`config.mk`:
```
export PLATFORM = sky130hd
export DESIGN_NAME = screen_driver
export DESIGN_NICKNAME = d
export VERILOG_FILES = /design/src/rtl/screen_driver.sv
export SDC_FILE = /design/constraint.sdc
export NUM_CORES = 1
export LEC_CHECK = 0
export ABC_CLOCK_PERIOD_IN_PS = 2400
export BUFFER_PORTS_ARGS = -buffer_cell sky130_fd_sc_hd__buf_2
export CORE_UTILIZATION = 60
export CTS_CLUSTER_DIAMETER = 120
export DETAILED_ROUTE_END_ITERATION = 6
export PLACE_DENSITY = 0.86
export SETUP_SLACK_MARGIN = 0.3
export SYNTH_ARGS = -nofsm -noshare
export SYNTH_HDL_FRONTEND = slang
export SYNTH_SLANG_ARGS = --single-unit
```
`constraint.sdc`:
```
create_clock -name clk -period 2.4 [get_ports clk]
set_input_delay 0.48 -clock clk [delete_from_list [all_inputs] [get_ports clk]]
set_output_delay 0.48 -clock clk [all_outputs]
set_load 0.1 [all_outputs]
```
`src/rtl/screen_driver.sv`:
```
// ---------------------------------------------------------------------------
// screen_driver
//
// Brings up an SSD1306 128x64 OLED over a write-only SPI link and then
// streams the frame buffer to it forever.
//
// Power-up: hold the display reset high, pulse it low, wait again. Each phase
// lasts STARTUP_WAIT cycles. Then the 20-byte init ROM is sent as command
// bytes. After that, data bytes are fetched from the upstream text engine one
// address at a time and shifted out, MSB first.
//
// Ports
//   clk          system clock, all state changes on the rising edge
//   resetN       asynchronous active-low reset
//   ioSclk       SPI clock, idle high, display samples on its rising edge
//   ioSdin       SPI data, MSB first, 0 whenever no byte is being shifted
//   ioCs         chip select, active-low, low only while a byte is shifted
//   ioDc         0 = command byte, 1 = display data byte
//   ioReset      display reset, active-low
//   pixelAddress byte index 0..1023 into the frame, to the text engine
//   pixelData    frame byte for pixelAddress, valid one clk after the address
//
// Build option
//   SCREEN_INVERT_EN  when defined, every data byte is inverted before it is
//                     shifted. Command bytes are never inverted.
// ---------------------------------------------------------------------------
module screen_driver #(
  parameter logic [31:0] STARTUP_WAIT = 32'd10000000
) (
  input  logic       clk,
  input  logic       resetN,
  output logic       ioSclk,
  output logic       ioSdin,
  output logic       ioCs,
  output logic       ioDc,
  output logic       ioReset,
  output logic [9:0] pixelAddress,
  input  logic [7:0] pixelData
);

  localparam logic [2:0] WAIT_HIGH   = 3'd0;
  localparam logic [2:0] RESET_PULSE = 3'd1;
  localparam logic [2:0] WAIT_POST   = 3'd2;
  localparam logic [2:0] LOAD_CMD    = 3'd3;
  localparam logic [2:0] SEND        = 3'd4;
  localparam logic [2:0] CHECK_INIT  = 3'd5;
  localparam logic [2:0] LOAD_DATA   = 3'd6;
  localparam logic [2:0] FETCH_DATA  = 3'd7;

  localparam logic [4:0]  LAST_CMD  = 5'd19;
  localparam logic [31:0] WAIT_LAST = STARTUP_WAIT - 32'd1;

  logic [2:0]  state;
  logic [31:0] waitCount;
  logic [4:0]  cmdIndex;
  logic [7:0]  shiftReg;
  logic [2:0]  bitCount;
  logic        phase;
  logic [7:0]  romByte;
  logic [7:0]  dataByte;

  // Init sequence: display off, contrast, normal display, horizontal
  // addressing, scan direction, start line, segment remap, multiplex,
  // clock divide, precharge, VCOMH, charge pump on, display on.
  always_comb begin
    romByte = 8'h00;
    case (cmdIndex)
      5'd0:  romByte = 8'hAE;
      5'd1:  romByte = 8'h81;
      5'd2:  romByte = 8'h7F;
      5'd3:  romByte = 8'hA6;
      5'd4:  romByte = 8'h20;
      5'd5:  romByte = 8'h00;
      5'd6:  romByte = 8'hC8;
      5'd7:  romByte = 8'h40;
      5'd8:  romByte = 8'hA1;
      5'd9:  romByte = 8'hA8;
      5'd10: romByte = 8'h3F;
      5'd11: romByte = 8'hD5;
      5'd12: romByte = 8'h80;
      5'd13: romByte = 8'hD9;
      5'd14: romByte = 8'h22;
      5'd15: romByte = 8'hDB;
      5'd16: romByte = 8'h20;
      5'd17: romByte = 8'h8D;
      5'd18: romByte = 8'h14;
      5'd19: romByte = 8'hAF;
      default: romByte = 8'h00;
    endcase
  end

`ifdef SCREEN_INVERT_EN
  assign dataByte = pixelData ^ 8'hFF;
`else
  assign dataByte = pixelData;
`endif

  // The SPI pins are decoded straight from state so that an asynchronous
  // reset releases the bus (ioCs high, ioSclk high) in the same instant.
  // phase 0 is the low half of a bit, phase 1 the high half.
  assign ioSclk  = !((state == SEND) && !phase);
  assign ioSdin  = (state == SEND) && shiftReg[7];
  assign ioCs    = (state != SEND);
  assign ioReset = (state != RESET_PULSE);

  // Main sequencer. The address only moves in CHECK_INIT, after the previous
  // data byte has fully left, so the upstream registered byte lines up with
  // FETCH_DATA two edges later.
  always_ff @(posedge clk or negedge resetN) begin
    if (!resetN) begin
      state        <= WAIT_HIGH;
      waitCount    <= '0;
      cmdIndex     <= '0;
      pixelAddress <= '0;
      shiftReg     <= '0;
      bitCount     <= '0;
      phase        <= 1'b0;
      ioDc         <= 1'b0;
    end else begin
      case (state)
        WAIT_HIGH, RESET_PULSE, WAIT_POST: begin
          if (waitCount == WAIT_LAST) begin
            waitCount <= '0;
            if (state == WAIT_HIGH)        state <= RESET_PULSE;
            else if (state == RESET_PULSE) state <= WAIT_POST;
            else                           state <= LOAD_CMD;
          end else begin
            waitCount <= waitCount + 32'd1;
          end
        end
        LOAD_CMD: begin
          shiftReg <= romByte;
          ioDc     <= 1'b0;
          bitCount <= 3'd7;
          phase    <= 1'b0;
          state    <= SEND;
        end
        SEND: begin
          if (!phase) begin
            phase <= 1'b1;
          end else if (bitCount == 3'd0) begin
            phase <= 1'b0;
            state <= CHECK_INIT;
          end else begin
            shiftReg <= {shiftReg[6:0], 1'b0};
            bitCount <= bitCount - 3'd1;
            phase    <= 1'b0;
          end
        end
        CHECK_INIT: begin
          if (ioDc) begin
            pixelAddress <= pixelAddress + 10'd1;
            state        <= LOAD_DATA;
          end else if (cmdIndex == LAST_CMD) begin
            state <= LOAD_DATA;
          end else begin
            cmdIndex <= cmdIndex + 5'd1;
            state    <= LOAD_CMD;
          end
        end
        LOAD_DATA: begin
          state <= FETCH_DATA;
        end
        FETCH_DATA: begin
          shiftReg <= dataByte;
          ioDc     <= 1'b1;
          bitCount <= 3'd7;
          phase    <= 1'b0;
          state    <= SEND;
        end
        default: state <= WAIT_HIGH;
      endcase
    end
  end

endmodule

```
==> qor.csv, run 1 <==
metric,value,unit
syn_inst,352,
final_cell_mix,"dfrtp_1, nand2_1, xnor2_1, buf_2, nor2_1",
cts_htree_levels,3,
cp_max_fo,9,
swShare,0.218,
layout.nets,409,
cts_tree,done,
clockBufferDepth,2,
avgViaCountPerCell,6.08,
hold_path.class,primary input to async pin,
synth_fp_nets,377,
final_cells,461,
cts.reportedPaths.clkPinSlew,70,ps
worstMarginPinSlew,576,ps
clock-sinks,63,
combPwrFrac,0.014,
start_util,0.631,
core,5610,um2
peakVddDrop,0.451,mV
syn2layout_area_growth,15.9,%
critPathArrivalTime,1570,ps
drc,0,
endpoint_kind,output port,
synth_ff_type,dfrtp_1,
rrSetupSlack,360,ps
fin_skew,5.11,ps
clockPowerShare,0.484,
drive_gt1_frac,0.216,
antenna_found_initial,0,
grt_pass1_wl,12800,um
fin_crit_sh,0.855,
dp_hpwl,5050,um
cellPowerDensity,516,nW/um2
p_sw,462,uW
critical_path_class,register to output port,
die-area,6210,um2
maxCapViolations,0,
seq_area_frac_synth,0.446,
setup_tns,0,ps
first_iter_violations,278,
async_flop_share,1.00,
crit_required,1920,ps
placedInstanceArea,3770,um2
pwr-share-seq,0.502,
yosys_warnings,0,
leakage,0.00187,uW
crit_path_start_kind,register,
postCtsHoldBufs,0,
synth_area,3540,um2
grt_max_degree,28,
diodes,0,
grt_pass1_vias,2710,
max_clock_freq,487,MHz
timing.final.max_slew_violations,0,
layout_commonest_cell,dfrtp_1,
slew_headroom,0.616,
cts_made_buffers,9,
setup_viol,0,
wl,7730,um
gp_congestion,0.876,
ys_ff_latch,63,
yosysUniqueCellTypes,57,
syn_avg_cell_area,10.0,um2
cts_root_buffer,clkbuf_8,
wl_per_cell,16.8,um
boundaryPins,25,
die-width,78.8,um
ant_nets,0,
rows,27,
finalHoldViolations,0,
min_period,2050,ps
track_usage,0.271,
gr-total-overflow,0,
p_int,1650,uW
place.detailed.instances,440,
status,completed,
fin_area,4100,um2
rsz0062_at_grt,false,
die_y,78.8,um
dr.pass1.iters,4,
insertion_delay,350,ps
synth_edf_count,0,
portBuffers,24,
vias,2805,
## path summary, 6_finish.rpt
check / endpoint / start / cells past startpoint
min reg2reg: pixelAddress[9] / pixelAddress[9] / 1
min in group clk: pixelAddress[9] / pixelAddress[9] / 1
max: ioSclk / state[0] / 5
max reg2reg: waitCount[9] / waitCount[25] / 4
min: pixelAddress[5] / resetN / 1
max in group asynchronous: waitCount[10] / resetN / 2
## layer usage
metal | global-route usage | wire length (um) | vias up
li1 | - | - | 1324
met1 | 0.365 | 3470 | 1374
met2 | 0.420 | 3690 | 92
met3 | 0.0494 | 428 | 15
met4 | 0.137 | 144 | 0
met5 | 0 | 0 | -
## power by group through the flow
stage / combinational (uW) / clock, uW / sequential, uW
after CTS: 31.4 / 1030 / 1060
after floorplan: 0.00737 / 0 / 1080
after detailed placement: 31.3 / 0 / 1080
final: 29.9 / 1020 / 1060
after global routing: 35.6 / 1080 / 1060
after global placement: 30.7 / 0 / 1080
## registers in the layout (all words and copies together), names as in the netlist
signal and cells:
shiftReg 8, phase 1, bitCount 3, state 3
cmdIndex 5, pixelAddress 10, ioDc 1, waitCount 32
## cells in the mapped netlist, drive strengths merged (8+ instances only)
cell type,number,area share
dfrtp,63,0.45
nand4,16,0.028
clkbuf,11,0.012
a21oi,14,0.020
nor2,22,0.025
nand2,31,0.033
and4,8,0.020
and3,9,0.016
o21ai,9,0.013
nor3,8,0.016
ha,15,0.053
nand3,12,0.018
xor2,18,0.045
xnor2,22,0.054
mux2i,8,0.023
inv,20,0.021
## kinds of logic (layout without fill, tap and decap cells)
kind of cell	after synthesis	after routing	synth area share
xor gates and xnor gates	40	40	0.0990
adders and majority gates	15	15	0.0531
DFF	63	63	0.446
and+or+nand+nor	129	129	0.213
buffers and inverters	35	72	0.0396
AOI/OAI and AO/OA	58	58	0.114
muxes	12	12	0.0364
## through the flow
step	power [uW]	utilization	setup slack, ps	hold slack [ps]
global route	2170	0.731	285	153
floorplan	1080	-	329	184
detailed placement	1110	0.672	270	463
CTS	2130	0.716	248	116
global placement	1110	0.672	389	455
finish	2120	0.731	348	104
## critical path: stages (launching register included)
cell	delay, ps
dfrtp_1	400
inv_2	100
ha_4	190
nand2_8	90
or2_4	260
buf_12	170
## area by class of cell
class                           count  area [um2]
Fill cell                         377        1510
Clock inverter                      7        97.6
Timing Repair Buffer               36         245
Tap cell                           72        90.1
Multi-Input combinational cell    254        1890
Sequential cell                    63        1580
Clock buffer                        9         124
Inverter                           20        75.1
## repair_timing
action / CTS / global route
cloned: 0 / 0
endpoints found under the setup margin: 5 / 29
hold endpoints to repair: 0 / 0
pin swaps: 0 / 2
resized for setup: 6 / 16
buffers inserted: 0 / 5
Power figures use the tool's default switching activity.
==> run 2, diff against run 1 <==
RECOVER_POWER = 25   (was not set)
==> run 2 against run 1 <==
Net effect: register-to-register slack barely moved; die area did not move; critical path depth did not move; largest power group unchanged; setup slack improved by 1.3 ps; clock-buffer cell count did not move; clock skew barely moved; routed wire length fell by 0.53%; critical path type unchanged.
==> qor.csv, run 2 (synthesis gave the netlist of run 1 again) <==
metric,value,unit,change
leakage,0.00187,uW,-0.34%
insertion_delay,350,ps,about the same
rows,27,,unchanged
critPathArrivalTime,1570,ps,about the same
finalHoldViolations,0,,unchanged
place.detailed.instances,440,,unchanged
boundaryPins,25,,unchanged
clock-sinks,63,,unchanged
postCtsHoldBufs,0,,unchanged
first_iter_violations,279,,+0.36%
setup_viol,0,,unchanged
core,5610,um2,unchanged
crit_path_start_kind,register,,
die-area,6210,um2,unchanged
drive_gt1_frac,0.211,,-0.00514
fin_util,0.730,,-0.000893
final_cell_mix,"dfrtp_1, nand2_1, xnor2_1, nor2_1, buf_2",,
holdWs,388,ps,+283 ps
rsz0062_at_grt,false,,
cp_max_fo,9,,unchanged
gr-total-overflow,0,,unchanged
die-width,78.8,um,unchanged
diodes,0,,unchanged
grt_pass1_vias,2710,,unchanged
cts_tree,done,,
start_util,0.631,,unchanged
grt_max_degree,28,,unchanged
wl_per_cell,16.7,um,-0.53%
peakVddDrop,0.451,mV,about the same
cts_root_buffer,clkbuf_8,,
ant_nets,0,,unchanged
max_clock_freq,488,MHz,about the same
fillers,379,,+0.53%
portBuffers,24,,unchanged
largest_reg_flops,32,,unchanged
timing.final.max_slew_violations,0,,unchanged
die_y,78.8,um,unchanged
dr.pass1.iters,4,,unchanged
maxCapViolations,0,,unchanged
gp_congestion,0.876,,unchanged
drc,0,,unchanged
fin_crit_sh,0.854,,about the same
layout.nets,409,,unchanged
antenna_found_initial,0,,unchanged
max_stage_delay,400,ps,about the same
regMostFlops,waitCount,,
cts_htree_levels,3,,unchanged
critical_path_class,register to output port,,
endpoint_kind,output port,,
cts.reportedPaths.clkPinSlew,70,ps,about the same
dp_hpwl,5050,um,unchanged
setup_tns,0,ps,unchanged
syn2layout_area_growth,15.8,%,
final_cells,461,,unchanged
min_period,2050,ps,-1.33 ps
avgViaCountPerCell,6.12,,+0.64%
status,completed,,
critPathSlowestCell,dfrtp_1,,
fin_skew,4.81,ps,-0.292 ps
crit_required,1920,ps,about the same
grt_pass1_wl,12800,um,unchanged
track_usage,0.271,,unchanged
layout_commonest_cell,dfrtp_1,,
slew_headroom,0.150,,-0.466
worstMarginPinSlew,1270,ps,+699 ps
r2r_cells,4,,unchanged
top_regs,"waitCount x32, pixelAddress x10, shiftReg x8",,
crit_chain,inv_2 > ha_4 > nand2_8 > or2_4 > buf_12,,
wl,7690,um,-0.53%
rrSetupSlack,360,ps,about the same
cellPowerDensity,516,nW/um2,about the same
hold_path.class,primary input to async pin,,
clockBufferDepth,2,,unchanged
vias,2823,,+0.64%
cts_made_buffers,9,,unchanged
run 2: cell types whose count changed in the layout (fill, tap and decap cells not counted):
cell,change
clkbuf_1,+2
buf_2,-1
buf_4,-1
run 2: worst max-delay path: cells and delay by family, from the launching register on:
| kind | cells | cell delay (ps) |
|---|---|---|
| and+or+nand+nor | 2 | 350 |
| adders and majority gates | 1 | 190 |
| buffers and inverters | 2 | 270 |
| DFF | 1 | 400 |
run 2: power by group:
part,internal (uW),switching [uW]
clock,585,439
sequential,1060,0
combinational,6.24,22.7
total,1650,461
run 2: final timing paths:
check | endpoint | from
max | ioSclk | state[0]
min in group clk | pixelAddress[9] | pixelAddress[9]
max reg2reg | waitCount[9] | waitCount[25]
min | pixelAddress[5] | resetN
min reg2reg | pixelAddress[9] | pixelAddress[9]
max in group asynchronous | state[2] | resetN
run 2: timing repair:
item / in CTS / in global routing
buffers inserted: 0 / 5
pin swaps: 0 / 2
resized for setup: 6 / 16
endpoints found under the setup margin: 5 / 29
run 2: cell type report:
class                   instances  area [um2]  share of cell area
inverters                      20        75.1              0.0183
multi-input cells             254        1890               0.460
repair buffers                 36         240              0.0587
clock buffers                   9         124              0.0302
clock inverters                 7        97.6              0.0238
well taps                      72        90.1              0.0220
flip-flops and latches         63        1580               0.386
run 2: per-stage QoR:
step                      power [uW]  setup slack [ps]  cell area [um2]
after floorplan                 1080               329             3560
after global placement          1110               389             3770
after detailed placement        1110               270             3770
after CTS                       2130               248             4010
after global routing            2170               235             4100
final                           2110               350             4100
run 2: routing by layer:
metal / GRT usage / part of all wire / up-vias
li1: - / - / 1324
met4: 0.137 / 0.020 / 0
met2: 0.420 / 0.48 / 99
met1: 0.365 / 0.44 / 1384
met3: 0.0494 / 0.054 / 16
met5: 0 / 0 / -
